## config.mk

```make
export PLATFORM = sky130hd
export DESIGN_NAME = sort4_ctrl
export DESIGN_NICKNAME = d
export VERILOG_FILES = /design/src/rtl/sort4_ctrl_pkg.sv /design/src/rtl/sort4_ctrl_signed_cmp.sv /design/src/rtl/sort4_ctrl.sv
export SDC_FILE = /design/constraint.sdc
export NUM_CORES = 1
export LEC_CHECK = 0
export CAP_MARGIN = 15
export CORE_ASPECT_RATIO = 0.75
export CORE_MARGIN = 3
export CORE_UTILIZATION = 45
export CTS_CLUSTER_SIZE = 40
export DETAILED_ROUTE_END_ITERATION = 10
export MAX_ROUTING_LAYER = met4
export PLACE_DENSITY = 0.75
export SLEW_MARGIN = 5
export SYNTH_ARGS = -nofsm -noshare
export SYNTH_HDL_FRONTEND = slang
export SYNTH_SLANG_ARGS = --single-unit
```

## constraint.sdc

```tcl
create_clock -name clk -period 4.3 [get_ports clk]
set_input_delay 0.86 -clock clk [delete_from_list [all_inputs] [get_ports clk]]
set_output_delay 0.86 -clock clk [all_outputs]
set_load 0.02 [all_outputs]
```

## src/rtl/sort4_ctrl_pkg.sv

```systemverilog
// Shared types and sizing helpers for the sort4_ctrl bubble-sort sequencer.
package sort_pkg;

  typedef enum logic [1:0] {
    IDLE = 2'd0,
    CMP  = 2'd1,
    DONE = 2'd2
  } state_t;

  localparam int NUM_ELEM_DEF = 4;

  // Number of element pairs compared by a full bubble sort of n elements.
  function automatic int num_pairs(input int n);
    return (n * (n - 1)) / 2;
  endfunction

  localparam int NUM_PAIRS = num_pairs(NUM_ELEM_DEF);

  // Width of a counter that must hold every value from 0 to num_pairs(n).
  function automatic int cnt_width(input int n);
    int pairs;
    pairs = num_pairs(n);
    return (pairs < 1) ? 1 : $clog2(pairs + 1);
  endfunction

endpackage

```

## src/rtl/sort4_ctrl_signed_cmp.sv

```systemverilog
// Combinational signed magnitude comparator shared by all element pairs.
module signed_cmp #(
  parameter int W = 4
) (
  input  logic signed [W-1:0] a,
  input  logic signed [W-1:0] b,
  output logic                gt,
  output logic                eq,
  output logic                lt
);

  assign gt = ($signed(a) >  $signed(b));
  assign eq = ($signed(a) == $signed(b));
  assign lt = ($signed(a) <  $signed(b));

endmodule

```

## src/rtl/sort4_ctrl.sv

```systemverilog
// Bubble-sort controller: loads a vector, walks adjacent pairs through one
// shared signed comparator, swaps out-of-order pairs and exits early once a
// pass makes no swap.
module sort4_ctrl
  import sort_pkg::*;
#(
  parameter int W        = 4,
  parameter int NUM_ELEM = 4
) (
  input  logic                          clk,
  input  logic                          rst,
  input  logic                          start,
  input  logic [NUM_ELEM*W-1:0]         din,
  output logic [NUM_ELEM*W-1:0]         dout,
  output logic                          busy,
  output logic                          done,
  output logic [cnt_width(NUM_ELEM)-1:0] swap_count
);

  localparam int             CW     = cnt_width(NUM_ELEM);
  localparam int             IW     = (NUM_ELEM > 2) ? $clog2(NUM_ELEM) : 1;
  localparam logic [IW-1:0]  LAST_P = IW'(NUM_ELEM - 2);

  state_t              state_r, state_nx_s;
  logic signed [W-1:0] elem_r [NUM_ELEM];
  logic [IW-1:0]       p_r, i_r, i_b_s, last_i_s;
  logic                flag_r;
  logic [CW-1:0]       cnt_r;
  logic                busy_r, done_r, busy_nx_s, done_nx_s;
  logic signed [W-1:0] cmp_a_s, cmp_b_s;
  logic                gt_s, eq_s, lt_s;
  logic                swap_s, load_s, end_pass_s, pass_swap_s, finish_s;

  // Pair-select muxes feed the single comparator with r[i] and r[i+1].
  assign i_b_s   = i_r + IW'(1);
  assign cmp_a_s = elem_r[i_r];
  assign cmp_b_s = elem_r[i_b_s];

  signed_cmp #(.W(W)) u_cmp (
    .a  (cmp_a_s),
    .b  (cmp_b_s),
    .gt (gt_s),
    .eq (eq_s),
    .lt (lt_s)
  );

  // Swap only on a clean "greater" result; an inconsistent flag set never swaps.
  assign swap_s      = gt_s & ~eq_s & ~lt_s;
  assign load_s      = (state_r == IDLE) & start;
  assign last_i_s    = LAST_P - p_r;
  assign end_pass_s  = (i_r == last_i_s);
  assign pass_swap_s = flag_r | swap_s;
  assign finish_s    = end_pass_s & (~pass_swap_s | (p_r == LAST_P));

  // Element array, pass/pair counters, pass-swap flag and swap counter.
  always_ff @(posedge clk or posedge rst) begin
    if (rst) begin
      for (int k = 0; k < NUM_ELEM; k++) elem_r[k] <= '0;
      p_r    <= '0;
      i_r    <= '0;
      flag_r <= 1'b0;
      cnt_r  <= '0;
    end else if (load_s) begin
      for (int k = 0; k < NUM_ELEM; k++) elem_r[k] <= din[k*W +: W];
      p_r    <= '0;
      i_r    <= '0;
      flag_r <= 1'b0;
      cnt_r  <= '0;
    end else if (state_r == CMP) begin
      if (swap_s) begin
        elem_r[i_r]   <= cmp_b_s;
        elem_r[i_b_s] <= cmp_a_s;
        cnt_r         <= cnt_r + CW'(1);
      end
      if (end_pass_s) begin
        if (!finish_s) begin
          p_r    <= p_r + IW'(1);
          i_r    <= '0;
          flag_r <= 1'b0;
        end
      end else begin
        i_r    <= i_r + IW'(1);
        flag_r <= pass_swap_s;
      end
    end
  end

  // FSM state register.
  always_ff @(posedge clk or posedge rst) begin
    if (rst) state_r <= IDLE;
    else     state_r <= state_nx_s;
  end

  // Next-state logic: IDLE -> CMP on start, CMP -> DONE when the sort ends.
  always_comb begin
    state_nx_s = state_r;
    case (state_r)
      IDLE:    if (start)    state_nx_s = CMP;  else state_nx_s = IDLE;
      CMP:     if (finish_s) state_nx_s = DONE; else state_nx_s = CMP;
      DONE:    state_nx_s = IDLE;
      default: state_nx_s = IDLE;
    endcase
  end

  // Output decode from the next state so the registered flags track the state.
  always_comb begin
    busy_nx_s = 1'b0;
    done_nx_s = 1'b0;
    case (state_nx_s)
      CMP:     begin busy_nx_s = 1'b1; done_nx_s = 1'b0; end
      DONE:    begin busy_nx_s = 1'b1; done_nx_s = 1'b1; end
      default: begin busy_nx_s = 1'b0; done_nx_s = 1'b0; end
    endcase
  end

  // Status output registers.
  always_ff @(posedge clk or posedge rst) begin
    if (rst) begin
      busy_r <= 1'b0;
      done_r <= 1'b0;
    end else begin
      busy_r <= busy_nx_s;
      done_r <= done_nx_s;
    end
  end

  for (genvar g = 0; g < NUM_ELEM; g++) begin : g_dout
    assign dout[g*W +: W] = elem_r[g];
  end

  assign busy       = busy_r;
  assign done       = done_r;
  assign swap_count = cnt_r;

endmodule

```

**Word-level counts from Yosys, hierarchy flattened**

Index checks and enable logic that the tools add are counted.

- Logic and storage cells: 85
- Bits in registers: 28
- Input port bits: 19
- Output and inout bits: 21

- Add/subtract/negate cells: 4
- Reductions and logical operators: 10
- $lt $le $gt $ge: 6
- Muxes and demuxes: 35
- Bitwise logic cells: 11
- Eq/ne operators: 8

Operators by type and width:

| kind | number |
|---|---|
| 16-bit 2-to-1 mux | 3 |
| 16-bit bitwise mux | 2 |
| 4-bit 2-to-1 mux | 6 |
| 2-bit 2-to-1 mux | 9 |
| 4-bit binary-select mux with 2-bit select | 2 |
| 4-bit demux with 2-bit select | 2 |
| 3-bit 2-to-1 mux | 3 |
| 1-bit 2-to-1 mux | 7 |
| 3-bit >= comparator (second input constant) | 2 |
| 3-bit by 1-bit < comparator with 1-bit output (second input constant) | 2 |
| 2-bit inverter with 3-bit output | 2 |
| 2-bit nonzero test | 3 |
| 2-bit by 1-bit adder with 2-bit output (second input constant) | 2 |
| 1-bit bitwise AND | 4 |
| 2-bit by 1-bit == test with 1-bit output (second input constant) | 2 |
| 2-bit == test (second input constant) | 2 |
| 4-bit == test | 1 |
| 4-bit greater-than comparator | 1 |
| 4-bit < comparator | 1 |
| 2-bit one-hot mux with 2 select lines | 1 |
| 2-bit AND reduction | 2 |
| 3-bit by 1-bit adder with 3-bit output (second input constant) | 1 |
| 3-bit inequality test (second input constant) | 1 |
| 1-bit inverter | 3 |
| 8 further kinds | 10 |

**Longest topological paths before layout**

- Depth in word-level cells: 18
- Gate-level depth with buffers: 15
- Mapped depth without buffers: 13

**Hierarchy**

From an unflattened synthesis, not the netlist that was laid out.

- Cells, all modules: 226
- Area, all modules: 2184.6 um^2

By module, submodules not included:

| module | area an instance (um^2) | cells an instance | times used |
|---|---|---|---|
| sort4_ctrl | 2067.0 | 211 | 1 |
| signed_cmp | 117.6 | 15 | 1 |

**Worst setup path after synthesis**

No wires, ideal clock.

- Path kind: reg2reg
- From: reg i_r[0]
- To: reg busy_r (netlist: busy)
- Arrival: 3088 ps
- Cell stages (with the launch flop): 15
- Buffers on the path: 2
- Required time: 4187 ps
- Clock period less this slack: 3201 ps
- Setup slack: 1099 ps
- Cell sequence: dfrtp_1 > buf_6 > inv_2 > ha_1 > clkbuf_1 > mux2_2 > mux2i_1 > ha_1 > nand4_1 > a21oi_1 > a31o_1 > o21ai_1 > a21oi_1 > ha_1 > inv_1

- Cells in the longest elaborated chain, start to end: 18
- Elaborated cells between the ends (all ways): 27
- Those cells by class: 1 x add/sub; 2 x order compare; 4 x eq/ne; 9 x mux; 10 x bitwise; 1 x reduce/logical

RTL lines:

| item | line | source |
|---|---|---|
| from (decl) | sort4_ctrl.sv:26 | `logic [IW-1:0] p_r, i_r, i_b_s, last_i_s;` |
| from (signal assigned) | sort4_ctrl.sv:82 | `i_r <= i_r + IW'(1);` |
| branches (longest 12 deep; another with 4-bit greater-than comparator) | n/a |  |
| 1-bit bitwise AND (*) | sort4_ctrl.sv:53 | `assign finish_s = end_pass_s & (~pass_swap_s \| (p_r == LAST_P));` |
| 2-bit 2-to-1 mux (*) | sort4_ctrl.sv:99 | `CMP: if (finish_s) state_nx_s = DONE; else state_nx_s = CMP;` |
| 2-bit one-hot mux with 2 select lines (*) | sort4_ctrl.sv:97 | `case (state_r)` |
| 2-bit == test / 2-bit by 1-bit == test with 1-bit output (equally long branches) | sort4_ctrl.sv:109 | `case (state_nx_s)` |
| 2-bit OR reduction (no line) (*) | n/a |  |
| 1-bit 2-to-1 mux (*) | sort4_ctrl.sv:109 |  |
| named net busy_nx_s | sort4_ctrl.sv:29 | `logic busy_r, done_r, busy_nx_s, done_nx_s;` |
| to (signal assigned) | sort4_ctrl.sv:122 | `busy_r <= busy_nx_s;` |
| to (decl) | sort4_ctrl.sv:29 |  |

Mark *: on every way through the listed nets, which the timed path passes. The select of a mux whose other input is x is not followed.
A chain may end at the register's enable or synchronous reset.

**Final worst setup path**

- From: reg i_r[1]
- To: reg elem_r, in the netlist dout[3]

- Cells in the longest elaborated chain, start to end: 11
- Elaborated cells between the ends (all ways): 33
- Those cells by class: 1 x add/sub; 6 x order compare; 1 x eq/ne; 15 x mux; 6 x bitwise; 4 x reduce/logical

RTL lines:

| item | line | source |
|---|---|---|
| branches (longest 11 deep; another with 4-bit greater-than comparator) | n/a |  |
| to (signal, indexed assignment) | sort4_ctrl.sv:71 | `elem_r[i_r] <= cmp_b_s;` |
| to (signal, indexed assignment) | sort4_ctrl.sv:72 | `elem_r[i_b_s] <= cmp_a_s;` |
| to (decl) | sort4_ctrl.sv:25 | `logic signed [W-1:0] elem_r [NUM_ELEM];` |

Several ways; the timed one is not identified. The select of a mux whose other input is x is not followed.

==> results_dict.tcl <==
set metrics [dict create \
    run_status "complete, no violations" \
    cts-buffers-inserted 3 \
    clk-insertion-delay-late_ns 0.29 \
    syn_area_um2 2034 \
    drc 0 \
    fillers 369 \
    placement.io_buffers 39 \
    path_max_fanout 11 \
    dp_hpwl_um 4083 \
    min_path_cells 1 \
    synth.avg_cell_area_um2 9.781 \
    area_delta_synth_final_pct 25.71 \
    gr-max-usage-layer "met1" \
    reg2reg_from "i_r[1]" \
    cts_resized 0 \
    slew_viol_final 0 \
    vias 1919 \
    worstPathArrival_ns 3.59 \
    crit_path_end_kind "register" \
    drtIter0Drc 328 \
    die-area_um2 5372 \
    gp_congestion 0.9337 \
    cp-start-kind "register" \
    grt_max_degree 29 \
    ys_seq_area_share_pct 34.44 \
    holdWs_ns 0.4850 \
    reg2reg_to "dout[3]" \
    die_h_um 64.23 \
    first_global_vias 1782 \
    wl_per_cell_um 18.99 \
    synth.ff_latch_count 28 \
    relSlewSlack_pct 47.19 \
    routed_via_density 6.418 \
    ctsHoldBuffers 0 \
    period_share_pct 79.77 \
    worstHoldPathType "reg -> reg" \
    placed_cell_area_um2 2459 \
    r2r_cells 11 \
    std_cell_rows 20 \
    grt_pass1_wl_um 9390 \
    cp.required_ns 4.46 \
    core_um2 4204 \
    tritoncts "done" \
    synth-edff-count 0 \
    initial_utilization_pct 48.39 \
    period_needed_ns 3.430 \
    rsz0062_at_grt "false" \
    min_to "swap_count[2]" \
    yosysWarnings 0 \
    tightest_slew_ns 0.7903 \
    synthFlopType "dfrtp_1" \
    skew_ns 0.007803 \
    diodes 0 \
    layout.nets 277 \
    die_w_um 83.64 \
    maxCapViolCount 0 \
    clk_pin_slew_ns 0.10 \
    cts-htree-levels 1 \
    min-delay-start "swap_count[2]" \
    use_met3_pct 6.186 \
    worst-r2r-setup-slack_ns 0.87 \
    tns_ns 0 \
    synthArstFlopShare_pct 100.0 \
    syn_inst 208 \
    root_buffer "clkbuf_8" \
    synth_nets 240 \
    design_area_um2 2557 \
    gr-total-overflow 0 \
    ant_nets 0 \
    grt.total_usage_pct 22.32 \
    hold_viol 0 \
    synth.distinct_cells 39 \
    clock_sinks 28 \
    post_route_cells_drive_above_1_share_pct 9.426 \
    clock_path_buffers 2 \
    pin_count 40 \
    finalSetupViolCount 0 \
    grtUsageMet2_pct 30.56 \
    antenna_found_initial 0 \
    fmax_mhz 291.5 \
    first_pass_iters 9 \
    worst-setup-path-type "reg -> reg" \
    use_met1_pct 33.57 \
    drt-total-wl_um 5677 \
    postCtsSetupRepairBufs 0 \
]
logic make-up after synthesis:
kind of cell | count (synthesis) | share of synthesized area, %
AND/OR/NAND/NOR | 65 | 15.44
multiplexers | 18 | 11.81
buffers and inverters | 19 | 4.305
adder cells (fa/ha/maj) | 13 | 7.995
XOR/XNOR | 3 | 1.292
AO/OA/AOI/OAI | 62 | 24.72
flip-flops | 28 | 34.44
flip-flops by register name (all words and copies together), names as in the netlist:
name / count
busy: 1
flag_r: 1
i_r: 2
done: 1
state_r: 2
dout: 16
swap_count: 3
p_r: 2
worst max path at each step:
| stage | startpoint | end | slack, ns | cells after the start |
|---|---|---|---|---|
| floorplan | i_r[0] | busy | 1.10 | 14 |
| global placement | i_r[1] | busy | 0.99 | 13 |
| detailed placement | i_r[1] | dout[3] | 0.92 | 11 |
| CTS | i_r[1] | dout[3] | 0.89 | 11 |
| global route | i_r[1] | dout[3] | 0.59 | 11 |
| finish | i_r[1] | dout[3] | 0.87 | 11 |
cell type report:
cell class | instances | area [um2] | share of cell area [%]
Tap cell | 55 | 68.82 | 2.691
Clock buffer | 3 | 41.29 | 1.614
Inverter | 8 | 30.03 | 1.174
Clock inverter | 1 | 30.03 | 1.174
Sequential cell | 28 | 700.7 | 27.40
Timing Repair Buffer | 43 | 440.4 | 17.22
Multi-Input combinational cell | 161 | 1246 | 48.73
metrics by stage:
stage	setup slack, ns	std cells	util (%)
global route	0.5892	299	60.83
floorplan	1.099	208	-
global placement	0.9875	294	58.48
CTS	0.8929	298	60.18
finish	0.8697	299	60.83
detailed placement	0.9227	294	58.48
worst max-delay path, cell delays in order, from the launching register on:
cell       delay (ns)
dfrtp_1          0.33
buf_4            0.19
inv_1            0.10
ha_1             0.57
mux2_2           0.43
mux2i_1          0.14
ha_1             0.29
nand4_1          0.18
nand3_1          0.15
a211oi_1         0.59
a2bb2oi_1        0.23
o21ai_1          0.09
metal layers:
metal | up-vias | part of all wire [%]
li1 | 882 | -
met1 | 932 | 48
met2 | 100 | 41
met3 | 5 | 10
met4 | 0 | 0.25
met5 | - | 0
cells in the mapped netlist, types with 2 or more instances:
cell / count / area [um2]
nand2b_1: 2 / 12.51
a222oi_1: 16 / 160.2
a211o_1: 8 / 70.07
a211oi_1: 2 / 15.01
nand3_1: 4 / 20.02
nand2_1: 18 / 67.56
clkbuf_1: 8 / 30.03
a2bb2oi_1: 8 / 70.07
ha_1: 13 / 162.7
nor2b_1: 3 / 18.77
nor2_1: 20 / 75.07
o21ai_1: 11 / 55.05
nor3b_1: 6 / 45.04
inv_1: 7 / 26.28
a21oi_1: 4 / 20.02
nand4_1: 2 / 12.51
o21ai_2: 2 / 17.52
dfrtp_1: 28 / 700.7
o2111a_1: 2 / 22.52
and3_1: 8 / 50.05
xor2_1: 2 / 17.52
mux2_2: 8 / 90.09
mux2i_1: 6 / 60.06
buf_6: 2 / 22.52
mux4_2: 4 / 90.09
cell usage in the layout, fill, tap and decap left out, types with 2 or more instances in the layout:
cell / n
a211o_1: 8
a211oi_1: 2
a21oi_1: 4
a222oi_1: 16
a2bb2oi_1: 8
and3_1: 8
buf_4: 3
clkbuf_8: 3
clkdlybuf4s50_1: 39
dfrtp_1: 28
ha_1: 13
inv_1: 7
mux2_2: 8
mux2i_1: 6
mux4_2: 4
nand2_1: 18
nand2b_1: 2
nand3_1: 4
nand4_1: 2
nor2_1: 20
nor2b_1: 3
nor3b_1: 6
o2111a_1: 2
o21ai_1: 11
o21ai_2: 2
xor2_1: 2
Power is left out: the tool's default activity adds up to more than one toggle a clock period on the data nets, which glitch-free logic cannot reach.
